--- config.mk ---
export PLATFORM = sky130hd
export DESIGN_NAME = branch_resolve_unit
export DESIGN_NICKNAME = d
export VERILOG_FILES = /design/src/rtl/branch_resolve_unit.sv
export SDC_FILE = /design/constraint.sdc
export NUM_CORES = 1
export LEC_CHECK = 0
export ABC_AREA = 0
export BUFFER_PORTS_ARGS = -buffer_cell sky130_fd_sc_hd__buf_2
export CAP_MARGIN = 20
export CORE_UTILIZATION = 30
export DETAILED_ROUTE_END_ITERATION = 10
export PLACE_DENSITY = 0.55
export SETUP_SLACK_MARGIN = 0.05
export SLEW_MARGIN = 20
export SYNTH_ARGS = -nofsm -noshare
export SYNTH_HDL_FRONTEND = slang
export SYNTH_SLANG_ARGS = --single-unit
--- constraint.sdc ---
create_clock -name clk -period 5.8 [get_ports clk]
set_input_delay 0.58 -clock clk [delete_from_list [all_inputs] [get_ports clk]]
set_output_delay 0.58 -clock clk [all_outputs]
set_load 0.005 [all_outputs]
--- src/rtl/branch_resolve_unit.sv ---
// Same-cycle branch resolution from forwarded operands, plus a 2-bit
// counter PHT that supplies registered predictions to fetch.
module branch_resolve_unit #(
   parameter int DATA_W    = 32,
   parameter int PHT_DEPTH = 64,
   parameter int IDX_LSB   = 2,
   parameter int CNT_W     = 16
) (
   input  logic              clk,
   input  logic              resetn,
   input  logic              lookup_valid,
   input  logic [31:0]       lookup_pc,
   output logic              pred_valid,
   output logic              pred_taken,
   input  logic              res_valid,
   input  logic [31:0]       res_pc,
   input  logic [5:0]        res_op,
   input  logic [4:0]        res_rt,
   input  logic [DATA_W-1:0] res_a,
   input  logic [DATA_W-1:0] res_b,
   input  logic              res_pred_taken,
   output logic              res_is_branch,
   output logic              res_taken,
   output logic              res_link,
   output logic              res_mispredict,
   output logic [CNT_W-1:0]  branch_cnt,
   output logic [CNT_W-1:0]  mispred_cnt
);

   localparam int IDX_W = $clog2(PHT_DEPTH);

   logic [1:0]       r_pht [PHT_DEPTH];
   logic             r_pred_valid;
   logic             r_pred_taken;
   logic [CNT_W-1:0] r_branch_cnt;
   logic [CNT_W-1:0] r_mispred_cnt;

   logic             w_is_br;
   logic             w_taken;
   logic             w_link;
   logic             w_mispred;
   logic             w_sign;
   logic             w_zero;
   logic [IDX_W-1:0] w_res_idx;
   logic [IDX_W-1:0] w_lk_idx;
   logic [1:0]       w_cur;
   logic [1:0]       w_nxt;
   logic [1:0]       w_lk_ent;
   logic             w_unused;

   assign w_sign = res_a[DATA_W-1];
   assign w_zero = (res_a == '0);

   always_comb begin
      w_is_br = 1'b0;
      w_taken = 1'b0;
      w_link  = 1'b0;
      if (res_valid) begin
         case (res_op)
            6'b000100: begin
               w_is_br = 1'b1;
               w_taken = (res_a == res_b);
            end
            6'b000101: begin
               w_is_br = 1'b1;
               w_taken = (res_a != res_b);
            end
            6'b000110: begin
               w_is_br = 1'b1;
               w_taken = w_sign | w_zero;
            end
            6'b000111: begin
               w_is_br = 1'b1;
               w_taken = ~w_sign & ~w_zero;
            end
            6'b000001: begin
               case (res_rt)
                  5'b00000, 5'b10000: begin
                     w_is_br = 1'b1;
                     w_taken = w_sign;
                     w_link  = res_rt[4];
                  end
                  5'b00001, 5'b10001: begin
                     w_is_br = 1'b1;
                     w_taken = ~w_sign;
                     w_link  = res_rt[4];
                  end
                  default: ;
               endcase
            end
            default: ;
         endcase
      end
   end

   assign w_mispred = w_is_br & (w_taken ^ res_pred_taken);

   assign res_is_branch  = w_is_br;
   assign res_taken      = w_taken;
   assign res_link       = w_link;
   assign res_mispredict = w_mispred;

   assign w_res_idx = res_pc[IDX_LSB +: IDX_W];
   assign w_lk_idx  = lookup_pc[IDX_LSB +: IDX_W];
   assign w_cur     = r_pht[w_res_idx];

   always_comb begin
      w_nxt = w_cur;
      if (w_taken) begin
         if (w_cur != 2'b11) w_nxt = w_cur + 2'b01;
      end else begin
         if (w_cur != 2'b00) w_nxt = w_cur - 2'b01;
      end
   end

   // Write-first: a lookup hitting the entry being updated sees the new value
   assign w_lk_ent = (w_is_br && (w_lk_idx == w_res_idx)) ?
                     w_nxt : r_pht[w_lk_idx];

   always_ff @(posedge clk or negedge resetn) begin
      if (!resetn) begin
         for (int i = 0; i < PHT_DEPTH; i++) r_pht[i] <= 2'b01;
      end else if (w_is_br) begin
         r_pht[w_res_idx] <= w_nxt;
      end
   end

   always_ff @(posedge clk or negedge resetn) begin
      if (!resetn) begin
         r_pred_valid <= 1'b0;
         r_pred_taken <= 1'b0;
      end else begin
         r_pred_valid <= lookup_valid;
         if (lookup_valid) r_pred_taken <= w_lk_ent[1];
      end
   end

   always_ff @(posedge clk or negedge resetn) begin
      if (!resetn) begin
         r_branch_cnt  <= '0;
         r_mispred_cnt <= '0;
      end else begin
         if (w_is_br && !(&r_branch_cnt))
            r_branch_cnt <= r_branch_cnt + 1'b1;
         if (w_mispred && !(&r_mispred_cnt))
            r_mispred_cnt <= r_mispred_cnt + 1'b1;
      end
   end

   assign pred_valid  = r_pred_valid;
   assign pred_taken  = r_pred_taken;
   assign branch_cnt  = r_branch_cnt;
   assign mispred_cnt = r_mispred_cnt;

   assign w_unused = ^{lookup_pc, res_pc};

endmodule

==> impl_metrics.ini <==
[outcome]
outcome = finished clean

[route]
wl_per_cell_um = 18.42
drt-initial-drc-count = 506
num_vias = 7053
routed_wl_um = 25220
drc = 0
ant_nets = 0
drt-pass1-iter-count = 5
vias_per_cell = 5.152

[clock_network]
cts_buffers = 17
ctsResizeCount = 0
cts_setup_buffers = 0
cts_tree = yes
cts_buffer_depth = 2
cts_sinks = 162
clkLatencyLatePin_ns = 0.43
htree_levels = 4
cts_root_buf = clkbuf_16
cts_hold_buf = 0
clkTransAtPathRegs_ns = 0.07

[logic_synthesis]
synth_edf_count = 0
yosysTopAreaCellShare_pct = 27.13
synth_flop_cell = dfrtp_1
yosys-top-cells-area = dfrtp_1, dfstp_2, mux2_2
netlist_area_sq_mm = 0.009040
yosysTopAreaCell = dfrtp_1
ys_types = 61
ys_seq_area_share_pct = 45.73
async_flop_share_pct = 100.0
synth_fp_nets = 992
syn_inst = 846
synth_area_per_cell_sq_um = 10.69
ys_ff_latch = 162
ys_warn_count = 0

[sta]
fin_ws_ns = 1.838
slew-limit-headroom_pct = 23.62
tightest_slew_ns = 1.137
grt_setup_unrepaired = false
clock.fmax_ghz = 0.2524
finClkSkew_ns = 0.01179
fin_crit_sh_pct = 68.32
fin_crit_ns = 3.962
final-max-slew-violation-count = 0
hold_viol = 0
finalSetupViolCount = 0
fin_tns_setup_ns = 0

[placement]
dp.cells = 1335
io_buffers = 129
place_ws_ns = 1.368
place_hpwl_um = 17510
gp_congestion = 0.8043

[floorplanning]
die_y_um = 175.6
io_pins = 182
rows = 63
dieArea_sq_mm = 0.03083
core_sq_mm = 0.02964
start_util_pct = 30.50
die_x_um = 175.6

[setup_path]
critical_path_class = in2reg
crit_path_end_kind = flop
path_max_fanout = 37
r2r_slack_ns = 2.53
cp-start-kind = input pin
critPathRequiredTime_ns = 6.10
cp_data_arrival_time_ns = 4.26

[global_routing]
grt_util_all_layers_pct = 16.75
grt_pass1_vias = 6909
grt_max_degree = 109
grt_overflow = 0
antenna_found_initial = 0
grt_pass1_wl_um = 39550

[cells_and_area]
areaGrowthSynthToFinish_pct = 17.83
mostFrequentLayoutCells = nand2_1, buf_2, dfrtp_1, mux2_2, o21ai_0
drive_above_1_share_pct = 36.40
nFillCells = 2961
layout_commonest_cell = nand2_1
instances_no_fill = 1369
layout.nets = 1111
fin_util_pct = 35.94

[power_and_ir_drop]
powerDensity_mw_per_mm2 = 242.6
irDropWorstVdd_v = 0.0001996
p_leak_nw = 4.441
total_power_mw = 2.584

[flow_run]
cap_violations = 0

[min_path]
hp-class = in2async
-- final timing paths --
check / start / to / cells after the start
min in group clk: lookup_valid / pred_valid / 1
setup reg to reg: r_pht[8] / r_pht[127] / 10
hold / removal: resetn / r_pht[91] / 1
setup / recovery: res_pc[3] / r_pht[127] / 11
hold reg to reg: mispred_cnt[5] / mispred_cnt[5] / 1
max in group asynchronous: resetn / r_pht[63] / 2
-- routing by layer --
metal  GRT usage (%)  routed length [um]  vias up  part of all wire [%]
li1                -                   -     3312                     -
met1           22.00               11330     3489                    45
met2           27.44               12080      227                    48
met3           3.485                1405       25                   5.6
met4           5.435                 401        0                   1.6
met5               0                   0        -                     0
-- where the power goes --
group	switching (mW)	internal [mW]
combinational	0.163	0.109
sequential	0.0251	1.16
clock	0.487	0.641
-- through the flow --
step / area [sq um] / hold WS [ns]
5_1_grt: 10650 / 0.01890
6_report: 10650 / 0.02449
3_5_place_dp: 10040 / 0.4738
2_1_floorplan: 9040 / 0.2844
4_1_cts: 10620 / 0.2647
3_3_place_gp: 10040 / 0.4756
-- critical path: stages --
cell and delay (ns):
buf_2 0.66, and3b_1 0.49, a21oi_1 0.24, o221ai_1 0.13, o2111ai_1 0.28, nand3_1 0.14, or3_1 0.38, a21o_1 0.20
nand2_2 0.57, buf_4 0.42, o21ai_0 0.13
-- synthesized netlist by cell type (all sizes together), types with 2 or more instances --
cell type / number
nand2b: 6
nand4: 23
dfrtp: 98
mux2i: 15
buf: 37
nor2: 25
dfstp: 64
nor4b: 2
o31ai: 8
o21ai: 72
a22oi: 12
a31oi: 6
and3: 11
a211o: 2
mux4: 29
o2111ai: 3
nor4: 11
a2bb2oi: 3
nand3: 21
a21boi: 2
clkbuf: 9
and3b: 2
inv: 9
nor3: 15
a21oi: 11
and4: 3
nor2b: 9
nand2: 155
xor2: 9
a221oi: 9
ha: 2
xnor2: 58
or3: 2
o2bb2ai: 2
and2: 6
nand3b: 2
mux2: 78
a211oi: 3
-- sequential cells by signal (all words and copies together) (netlist names) --
signal	count
r_pht	128
mispred_cnt	16
branch_cnt	16
pred_taken	1
pred_valid	1
-- cells by family (layout without fill, tap and decap cells) --
family                   Yosys count  in the layout  share of synthesized area [%]
multiplexers                     122            122                          18.60
XOR/XNOR                          67             67                          6.491
AND/OR/NAND/NOR                  295            295                          15.39
flip-flops                       162            162                          45.73
adder cells (fa/ha/maj)            3              3                         0.4013
buffers and inverters             55            187                          3.419
AO/OA/AOI/OAI                    142            142                          9.966
other                              0              1                              0
-- layout make-up --
type | instances | area, sq um | area share [%]
timing repair buffer | 146 | 812.0 | 7.624
sequential | 162 | 4134 | 38.81
clock buffer | 19 | 432.9 | 4.064
tap | 390 | 488.0 | 4.581
multi-input combinational | 629 | 4597 | 43.16
clock inverter | 13 | 151.4 | 1.421
inverter | 9 | 33.78 | 0.3172
antenna | 1 | 2.502 | 0.02349
Power figures use the tool's default switching activity.
